File: config.mk
export PLATFORM = sky130hd
export DESIGN_NAME = fibo_engine
export DESIGN_NICKNAME = d
export VERILOG_FILES = /design/src/rtl/fibo_engine.sv
export SDC_FILE = /design/constraint.sdc
export NUM_CORES = 1
export LEC_CHECK = 0
export ABC_AREA = 1
export CAP_MARGIN = 10
export CORE_MARGIN = 8
export CORE_UTILIZATION = 45
export DETAILED_ROUTE_END_ITERATION = 7
export PLACE_DENSITY = 0.63
export SYNTH_ARGS = -nofsm -noshare
export SYNTH_HDL_FRONTEND = slang
export SYNTH_SLANG_ARGS = --single-unit
File: constraint.sdc
create_clock -name clk -period 2.42 [get_ports clk]
set_clock_uncertainty 0.15 [all_clocks]
set_input_delay 0.363 -clock clk [delete_from_list [all_inputs] [get_ports clk]]
set_output_delay 0.363 -clock clk [all_outputs]
set_load 0.005 [all_outputs]
File: src/rtl/fibo_engine.sv
// ---------------------------------------------------------------------------
// fibo_engine
//
// Self-sequencing Fibonacci engine. It accepts a term index n through a
// start/busy handshake and iterates internally. It returns F(n) mod 2^WIDTH
// together with an overflow flag and a zero flag. Every intermediate term
// F(0)..F(n) is streamed on term_data/term_valid while the engine runs, and
// the final term is emitted in the same cycle as done.
//
// Ports:
//   clk        - single clock, all state changes on its rising edge
//   rst        - asynchronous, active-high reset
//   start      - request, sampled only while busy is low
//   n          - term index, captured on the accepting edge
//   busy       - high from the accepting edge until the completing edge
//   done       - one-cycle pulse when result becomes valid
//   result     - F(n) mod 2^WIDTH, held until the next done
//   ovf        - true F(n) >= 2^WIDTH, updated with result
//   zero_flag  - result == 0, updated with result
//   term_valid - one-cycle strobe per emitted term
//   term_data  - emitted term F(i) mod 2^WIDTH
// ---------------------------------------------------------------------------
module fibo_engine #(
    parameter int WIDTH = 8,
    parameter int N_W   = 5
) (
    input  logic             clk,
    input  logic             rst,
    input  logic             start,
    input  logic [N_W-1:0]   n,
    output logic             busy,
    output logic             done,
    output logic [WIDTH-1:0] result,
    output logic             ovf,
    output logic             zero_flag,
    output logic             term_valid,
    output logic [WIDTH-1:0] term_data
);

    typedef enum logic {
        IDLE = 1'b0,
        RUN  = 1'b1
    } state_t;

    state_t             state_q;
    logic [WIDTH-1:0]   a_q, b_q;
    logic               oa_q, ob_q;
    logic [N_W-1:0]     k_q;
    logic               busy_q, done_q, ovf_q, zero_q, term_valid_q;
    logic [WIDTH-1:0]   result_q, term_data_q;

    // One bit wider than a term so the carry-out is visible.
    logic [WIDTH:0]     sum_d;

    always_comb begin
        sum_d = {1'b0, a_q} + {1'b0, b_q};
    end

    // NOTE: all state below uses non-blocking assignments so every register
    // samples the values from before the edge; with blocking assignments the
    // a <- b, b <- a+b swap would read the freshly written a.
    always_ff @(posedge clk or posedge rst) begin
        if (rst) begin
            state_q      <= IDLE;
            a_q          <= '0;
            b_q          <= '0;
            oa_q         <= 1'b0;
            ob_q         <= 1'b0;
            k_q          <= '0;
            busy_q       <= 1'b0;
            done_q       <= 1'b0;
            result_q     <= '0;
            ovf_q        <= 1'b0;
            zero_q       <= 1'b0;
            term_valid_q <= 1'b0;
            term_data_q  <= '0;
        end else begin
            // Strobes are single-cycle: cleared unless re-asserted below.
            done_q       <= 1'b0;
            term_valid_q <= 1'b0;

            case (state_q)
                IDLE: begin
                    if (start) begin
                        a_q     <= '0;
                        b_q     <= {{(WIDTH-1){1'b0}}, 1'b1};
                        oa_q    <= 1'b0;
                        ob_q    <= 1'b0;
                        k_q     <= n;
                        busy_q  <= 1'b1;
                        state_q <= RUN;
                    end
                end

                RUN: begin
                    if (k_q != '0) begin
                        a_q          <= b_q;
                        oa_q         <= ob_q;
                        b_q          <= sum_d[WIDTH-1:0];
                        // Overflow is sticky along the sequence: once a term
                        // has wrapped, every later term has wrapped too.
                        ob_q         <= sum_d[WIDTH] | oa_q | ob_q;
                        k_q          <= k_q - 1'b1;
                        term_data_q  <= a_q;
                        term_valid_q <= 1'b1;
                    end else begin
                        // Only a's shadow bit is reported; a wrap that went
                        // solely into b on the final iteration is ignored.
                        result_q     <= a_q;
                        ovf_q        <= oa_q;
                        zero_q       <= (a_q == '0);
                        done_q       <= 1'b1;
                        term_data_q  <= a_q;
                        term_valid_q <= 1'b1;
                        busy_q       <= 1'b0;
                        state_q      <= IDLE;
                    end
                end

                default: state_q <= IDLE;
            endcase
        end
    end

    assign busy       = busy_q;
    assign done       = done_q;
    assign result     = result_q;
    assign ovf        = ovf_q;
    assign zero_flag  = zero_q;
    assign term_valid = term_valid_q;
    assign term_data  = term_data_q;

endmodule

==> reports/qor.csv, run 1 <==
metric,value,unit
vias per cell,4.991,
worst reg2reg path endpoint,b_q[3],
PortBufs,28,
Crit. End Element,flop,
Rel. slew slack,62.45,%
routability cong.,0.8027,
maximum fanout along the worst path,22,
worst reg2reg path startpoint,k_q[0],
P&R area growth vs syn,18.22,%
Final Slew Violations,0,
initial antenna violation count,0,
Skew-Pair Late Insertion Delay,0.29,ns
CTS Sinks,45,
sequential share of the synthesized area,52.05,%
CP Launch Type,flop,
root buf cell,clkbuf_8,
Die Area,7282,sq um
Setup CP Type,flop to flop,
setup violators final,0,
Hold WC Path Type,flop to flop,
Final TNS setup,0,ns
Netlist cell types,28,
Initial Util,46.11,%
"Reg clk slew, reported paths",0.08,ns
worst setup slack after layout,0.4902,ns
Seq cells post-synth,45,
drt pass-1 iters,4,
ANT nets after route,0,
GRT Util Overall,13.77,%
FP Rows,25,
status,"finished, final reports clean",
Worst Tran Pin Value,0.5633,ns
min Tclk post-route,1.930,ns
die height,85.34,microns
Final Hold Viols,0,
gr ovfl total,0,
syn avg cell area,8.830,sq um
first-pass GRT wire length,7962,microns
CORE AREA,4692,sq um
Yosys warning count,0,
filler instances,437,
pin count of the biggest net entering global routing,46,
final WL,4433,microns
setup bufs post-CTS,0,
clk buf depth,2,
number of remaining DRC errors,0,
share of cells above drive strength 1,6.545,%
post-synthesis net count,264,
DR WL/cell,13.47,microns
Static Leakage,1.270,nW
Hold Crit Depth,2,
vias in the first global route,1700,
multi-input combinational cell area,849.6,sq um
Max Cap Viol,0,
H-tree levels,2,
"Req. time, crit path",2.49,ns
Final period util,79.74,%
synthesized netlist cell count,245,
number of flops mapped to enable cells by yosys,0,
Worst Hold End,busy,
total CTS buffers,5,
Final #Nets,294,
worst-case reg-to-reg path depth,10,
antenna diode count,0,
width of the die,85.34,microns
HPWL after DPL,3241,microns
startpoint of the worst hold path,busy,
vias,1642,
DRT iter0 DRCs,62,
Fmax,518.2,MHz
crit path DAT,2.00,ns
# IOs,29,
PD cells,1493,nW/um^2
dominant synthesized flop cell,dfrtp_1,
DP Worst Slack,0.4899,ns
ys async rst share,100.0,%
Resize count post-CTS,0,
flop-to-flop setup slack,0.49,ns
CTS tree,built,
synthesized area,2163,sq um
unrepaired setup endpoints after global routing,false,
Reg area,1126,sq um
Peak VDD IR,0.6470,mV
count of hold-fix buffers inserted at cts,0,
[cell usage in the layout (no fill, tap or decap)]
cell	synthesis	final
nand2_1	70	70
dfrtp_1	45	45
inv_1	31	30
clkdlybuf4s50_1	0	28
o21ai_0	23	23
nand3_1	12	12
o21ai_1	10	10
ha_1	10	10
nor2_1	7	7
o22ai_1	6	6
clkbuf_8	0	6
a21oi_1	5	5
nand2_4	2	2
or2_2	2	2
nand3b_1	2	2
nand4_1	2	2
buf_4	0	2
nor2_2	1	1
nand2_2	1	1
inv_2	1	1
inv_6	1	1
o211ai_1	1	1
xnor2_1	1	1
xor2_1	1	1
o22ai_2	1	1
clkinv_1	0	1
o31ai_1	1	1
o21bai_1	1	1
fa_1	1	1
clkinvlp_4	0	1
[metal layers]
| layer | track usage (%) | share of wire, % |
|---|---|---|
| met5 | 0 | 0 |
| met4 | 6.529 | 2.6 |
| met3 | 4.151 | 5.5 |
| met2 | 21.73 | 44 |
| met1 | 16.79 | 48 |
[through the flow]
stage	power [mW]	utilization, %	hold WS [ns]	cell area (sq um)	instances
2_1_floorplan	2.755	-	0.2988	2163	245
3_3_place_gp	3.356	52.59	0.3077	2467	322
3_5_place_dp	3.390	52.59	0.3127	2467	322
4_1_cts	3.862	54.51	0.3332	2557	329
5_1_grt	4.246	54.51	0.3528	2557	329
6_report	3.818	54.51	0.3310	2557	329
[cell type report]
type | count | share of cell area, %
Sequential cell | 45 | 44.03
Tap cell | 54 | 2.642
Inverter | 33 | 5.039
Clock inverter | 1 | 0.2935
Timing Repair Buffer | 30 | 11.55
Clock buffer | 6 | 3.229
Multi-Input combinational cell | 160 | 33.22
[critical path: stages, from the launching register on]
cell and delay (ns):
dfrtp_1 0.38, inv_1 0.12, ha_1 0.16, inv_1 0.04, nor2_1 0.11, nand2_1 0.08, nand2_2 0.24, nand2_4 0.22
inv_1 0.23, nand2_1 0.06, o21ai_0 0.07
[Yosys cell counts, drive strengths merged (2+ instances only)]
cell type / n / share of area, %
nor2: 8 / 1.5
nand2: 73 / 13
inv: 33 / 6.0
o22ai: 7 / 2.3
buf: 6 / 2.5
nand3b: 2 / 0.69
nand4: 2 / 0.58
or2: 2 / 0.58
o21ai: 33 / 7.6
nand3: 12 / 2.8
ha: 10 / 5.8
a21oi: 5 / 1.2
dfrtp: 45 / 52
[kinds of logic after synthesis]
family	count (synthesis)	synth area share, %
AND/OR/NAND/NOR	99	19.61
AO/OA/AOI/OAI	48	12.15
flip-flops	45	52.05
buffers and inverters	40	8.675
adder cells (fa/ha/maj)	11	6.709
XOR/XNOR	2	0.8099
[report_power, final]
group          total, mW  switching, mW  internal, mW
Combinational       1.99           1.10         0.887
Clock              0.467          0.242         0.226
Sequential          1.37          0.234          1.13
[state kept, by name (all words and copies together) (netlist names)]
signal and flops:
a_q 8, term_data 8, done 1, ob_q 1, b_q 8, state_q 1, result 8, busy 1
ovf 1, oa_q 1, term_valid 1, zero_flag 1, k_q 5
[worst max path at each step]
stage,start,cells after the start,to,slack [ns]
2_1_floorplan,a_q[0],10,ob_q,0.74
3_3_place_gp,k_q[0],10,b_q[3],0.56
3_5_place_dp,k_q[0],10,b_q[3],0.49
4_1_cts,k_q[0],10,b_q[3],0.47
5_1_grt,k_q[0],10,ob_q,0.25
6_report,k_q[0],10,b_q[3],0.49
Power figures use the tool's default switching activity.
==> run 2: changes to the inputs <==
Clock period 2.42 ns to 1.9 ns, I/O delays scaled along.
==> reports/qor.csv, run 2 (synthesis results as in run 1) <==
metric,value,unit,change
Final period util,93.33,%,+14 points
Final Hold Viols,0,,unchanged
PortBufs,28,,unchanged
PD cells,1905,nW/um^2,+28%
Fmax,563.9,MHz,+8.8%
vias per cell,5.045,,+1.1%
drt pass-1 iters,4,,unchanged
"most common cell after layout, fill and taps aside",nand2_1,,
min Tclk post-route,1.773,ns,-0.1565 ns
status,"finished, final reports clean",,
Switch Pwr,2.066,mW,+31%
clock share of power,12.1,%,about the same
DRT iter0 DRCs,47,,-24%
WP buf/inv,0,,-3
HPWL after DPL,3287,microns,+1.4%
Max Cap Viol,0,,unchanged
total CTS buffers,5,,unchanged
fin cells,333,,+1.2%
maximum fanout along the worst path,3,,-86%
"Cell Chain, Critical Path","ha_2, fa_1, nand2_1, nand2_1, nand3_1, nand2_1, nand2_1, nand2_1, nand2_1, nand2_1",,
CP max-delay cell,dfrtp_1,,
first-pass GRT wire length,8017,microns,+0.69%
Skew-Pair Late Insertion Delay,0.30,ns,about the same
Rel. slew slack,82.36,%,+20 points
internal power,2.877,mW,+28%
gr ovfl total,0,,unchanged
Worst Tran Pin Value,0.2645,ns,-0.2987 ns
Logic pwr share,52.7,%,+0.7 points
sw frac,41.79,%,+0.57 points
pin count of the biggest net entering global routing,46,,unchanged
Worst path top cell family by delay,adder cells,,
CTS Sinks,45,,unchanged
Final #Nets,297,,+1.0%
unrepaired setup endpoints after global routing,false,,
worst reg2reg path startpoint,a_q[0],,
width of the die,85.34,microns,unchanged
Initial Util,46.11,%,unchanged
crit path DAT,1.82,ns,-0.18 ns
worst reg2reg path endpoint,ob_q,,
"Req. time, crit path",1.95,ns,-0.54 ns
setup violators final,0,,unchanged
final design utilization,55.31,%,+0.80 points
DR WL/cell,13.59,microns,+0.85%
GRT Util Overall,13.58,%,-0.19 points
share of cells above drive strength 1,8.244,%,+1.7 points
filler instances,443,,+1.4%
flop-to-flop setup slack,0.13,ns,-0.36 ns
CTS tree,built,,
Crit. End Element,flop,,
Die Area,7282,sq um,unchanged
vias,1680,,+2.3%
FP Rows,25,,unchanged
worst setup slack after layout,0.1267,ns,-0.3635 ns
Peak VDD IR,0.7822,mV,+21%
"Reg clk slew, reported paths",0.09,ns,about the same
Final Slew Violations,0,,unchanged
Hold WC Path Type,input port to async pin,,
DP Worst Slack,0.1095,ns,-0.3804 ns
# IOs,29,,unchanged
CP Launch Type,flop,,
Min Hold Slack,0.1928,ns,-0.1382 ns
ANT nets after route,0,,unchanged
final WL,4525,microns,+2.1%
largest stage delay on the critical path,0.39,ns,about the same
placed insts,325,,+0.93%
number of remaining DRC errors,0,,unchanged
Final TNS setup,0,ns,unchanged
Setup CP Type,flop to flop,,
initial antenna violation count,0,,unchanged
Most common cell on crit path,nand2_1,,
worst-case reg-to-reg path depth,10,,unchanged
clk buf depth,2,,unchanged
die height,85.34,microns,unchanged
vias in the first global route,1711,,+0.65%
sequential share of power,35.2,%,-0.6 points
antenna diode count,0,,unchanged
count of hold-fix buffers inserted at cts,0,,unchanged
H-tree levels,2,,unchanged
Static Leakage,1.289,nW,+1.5%
routability cong.,0.8340,,+3.9%
most frequent cells in the layout,"nand2_1, dfrtp_1, inv_1",,
CORE AREA,4692,sq um,unchanged
P&R area growth vs syn,19.95,%,
root buf cell,clkbuf_8,,
[run 2: worst register-to-register path, cell delays in order, from the launching register on]
cell,delay [ns]
dfrtp_1,0.39
ha_2,0.20
fa_1,0.37
nand2_1,0.10
nand2_1,0.09
nand3_1,0.10
nand2_1,0.07
nand2_1,0.06
nand2_1,0.04
nand2_1,0.05
nand2_1,0.04
[run 2: worst max path at each step]
stage / startpoint / end / slack (ns) / depth (start not counted)
after detailed placement: a_q[0] / ob_q / 0.11 / 10
after global placement: a_q[0] / ob_q / 0.15 / 10
after global routing: b_q[0] / ob_q / 0.004 / 10
after CTS: a_q[0] / ob_q / 0.10 / 10
after floorplan: a_q[0] / ob_q / 0.22 / 10
final: a_q[0] / ob_q / 0.13 / 10
[run 2: power groups by stage]
stage	Combinational (mW)	Clock, mW	Sequential [mW]
after detailed placement	2.61	0	1.76
after floorplan	1.79	0	1.72
after global placement	2.58	0	1.75
after global routing	3.03	0.655	1.81
after CTS	2.63	0.623	1.75
final	2.60	0.599	1.74
[run 2: layout make-up]
class | instances | area [sq um] | area share, %
Sequential cell | 45 | 1126 | 43.39
Clock buffer | 5 | 68.82 | 2.652
Timing Repair Buffer | 33 | 330.3 | 12.73
Inverter | 33 | 128.9 | 4.966
Multi-Input combinational cell | 160 | 852.1 | 32.84
Tap cell | 54 | 67.56 | 2.604
Clock inverter | 3 | 21.27 | 0.8197
[run 2: timing repair]
item	in CTS	in global routing
gates resized for setup	0	1
setup endpoints to repair	0	2
hold endpoints to repair	0	0
setup buffers	0	0
[run 2: through the flow]
stage                     cell area (sq um)  total power [mW]
after global placement                 2502             4.327
after floorplan                        2163             3.509
final                                  2595             4.942
after detailed placement               2502             4.378
after CTS                              2592             5.003
after global routing                   2595             5.493
[run 2: routing by layer]
metal / track usage (%) / vias up / part of all wire (%)
met5: 0 / - / 0
met2: 22.23 / 31 / 48
met3: 3.861 / 4 / 5.1
met1: 16.87 / 792 / 46
li1: - / 853 / -
met4: 4.140 / 0 / 0.95
==> run 3: changes to the inputs <==
Settings changed: SETUP_SLACK_MARGIN set to 0.05.
==> reports/qor.csv, run 3 (synthesis results as in run 1) <==
metric,value,unit,change
ANT nets after route,0,,unchanged
Min Hold Slack,0.1922,ns,-0.0006040 ns
Worst Tran Pin Value,0.2645,ns,-0.0000003576 ns
worst-case reg-to-reg path depth,10,,unchanged
clock share of power,12.1,%,about the same
number of remaining DRC errors,0,,unchanged
unrepaired setup endpoints after global routing,true,,
drt pass-1 iters,4,,unchanged
status,"finished, final reports clean",,
Static Leakage,1.281,nW,-0.59%
CORE AREA,4692,sq um,unchanged
CP max-delay cell,dfrtp_1,,
"Req. time, crit path",1.94,ns,about the same
DRT iter0 DRCs,37,,-21%
Skew-Pair Late Insertion Delay,0.30,ns,about the same
sequential share of power,35.0,%,-0.2 points
internal power,2.887,mW,+0.34%
Final Slew Violations,0,,unchanged
antenna diode count,0,,unchanged
most frequent cells in the layout,"nand2_1, dfrtp_1, inv_1",,
# IOs,29,,unchanged
Worst path top cell family by delay,adder cells,,
gr ovfl total,0,,unchanged
Die Area,7282,sq um,unchanged
critical path depth,10,,unchanged
width of the die,85.34,microns,unchanged
DR WL/cell,13.52,microns,-0.49%
Max Cap Viol,0,,unchanged
flop-to-flop setup slack,0.16,ns,+0.03 ns
CTS Sinks,45,,unchanged
FP Rows,25,,unchanged
WP buf/inv,0,,unchanged
GRT Util Overall,13.58,%,unchanged
setup bufs post-CTS,0,,unchanged
setup violators final,0,,unchanged
Crit. End Element,flop,,
Setup CP Type,flop to flop,,
"Cell Chain, Critical Path","ha_2, fa_1, nand2_1, nand2_2, nand3_2, nand2_1, nand2_1, nand2_1, nand2_1, nand2_1",,
initial antenna violation count,0,,unchanged
largest stage delay on the critical path,0.39,ns,about the same
Logic pwr share,53.0,%,+0.3 points
Final TNS setup,0,ns,unchanged
Resize count post-CTS,0,,unchanged
"most common cell after layout, fill and taps aside",nand2_1,,
HPWL after DPL,3287,microns,unchanged
clk buf depth,2,,unchanged
share of cells above drive strength 1,9.319,%,+1.1 points
Fmax,574.7,MHz,+1.9%
Rel. slew slack,82.36,%,unchanged
CP Launch Type,flop,,
Final Hold Viols,0,,unchanged
maximum fanout along the worst path,3,,unchanged
routability cong.,0.8340,,unchanged
vias,1675,,-0.30%
fin cells,333,,unchanged
H-tree levels,2,,unchanged
"Reg clk slew, reported paths",0.09,ns,about the same
CTS tree,built,,
min Tclk post-route,1.740,ns,-0.03324 ns
Final period util,91.58,%,-1.7 points
PD cells,1907,nW/um^2,+0.14%
final WL,4503,microns,-0.49%
sw frac,41.93,%,+0.13 points
placed insts,325,,unchanged
worst reg2reg path startpoint,a_q[0],,
PortBufs,28,,unchanged
Most common cell on crit path,nand2_1,,
crit path DAT,1.78,ns,-0.04 ns
vias per cell,5.030,,-0.30%
Initial Util,46.11,%,unchanged
die height,85.34,microns,unchanged
Hold WC Path Type,input port to async pin,,
total CTS buffers,5,,unchanged
Final #Nets,297,,unchanged
first-pass GRT wire length,8017,microns,unchanged
worst reg2reg path endpoint,ob_q,,
vias in the first global route,1711,,unchanged
Peak VDD IR,0.7824,mV,about the same
Switch Pwr,2.084,mW,+0.90%
count of hold-fix buffers inserted at cts,0,,unchanged
P&R area growth vs syn,20.47,%,
pin count of the biggest net entering global routing,46,,unchanged
root buf cell,clkbuf_8,,
==> run 3: cell types whose count changed in the layout (fill, tap and decap cells not counted), sizes merged <==
cell and delta:
clkinvlp +1, inv -1
==> run 3: layout make-up <==
class | count | area [sq um]
clock buffer | 5 | 68.82
clock inverter | 3 | 21.27
fill | 443 | 2086
inverter | 33 | 132.6
multi-input combinational | 160 | 859.6
sequential | 45 | 1126
tap | 54 | 67.56
timing repair buffer | 33 | 330.3
==> run 3: layer usage <==
metal / share of wire, % / wire [microns] / global-route usage (%) / up-vias
li1: - / - / - / 855
met1: 46 / 2081 / 16.87 / 790
met2: 48 / 2167 / 22.23 / 26
met3: 4.7 / 210 / 3.861 / 4
met4: 0.95 / 43 / 4.140 / 0
met5: 0 / 0 / 0 / -
==> run 3: metrics by stage <==
step           area (sq um)  setup WS (ns)  util (%)  power (mW)
2_1_floorplan          2163         0.2162         -       3.509
3_3_place_gp           2502         0.1493     53.33       4.327
3_5_place_dp           2502         0.1095     53.33       4.378
4_1_cts                2592         0.1002     55.25       5.003
5_1_grt                2606        0.04416     55.55       5.523
6_report               2606         0.1600     55.55       4.971
==> run 3: worst reg2reg max path, stage by stage, from the launching register on <==
cell and delay (ns):
dfrtp_1 0.39, ha_2 0.20, fa_1 0.37, nand2_1 0.12, nand2_2 0.08, nand3_2 0.07
nand2_1 0.06, nand2_1 0.07, nand2_1 0.04, nand2_1 0.05, nand2_1 0.04
==> run 3: worst max-delay path by stage <==
stage | startpoint | end
3_3_place_gp | a_q[0] | ob_q
5_1_grt | k_q[0] | b_q[0]
4_1_cts | a_q[0] | ob_q
2_1_floorplan | a_q[0] | ob_q
3_5_place_dp | a_q[0] | ob_q
6_report | a_q[0] | ob_q
==> run 3: power groups by stage <==
stage	combinational (mW)	sequential [mW]	clock, mW
floorplan	1.79	1.72	0
global placement	2.58	1.75	0
detailed placement	2.61	1.76	0
CTS	2.63	1.75	0.623
global route	3.06	1.81	0.655
finish	2.63	1.74	0.599
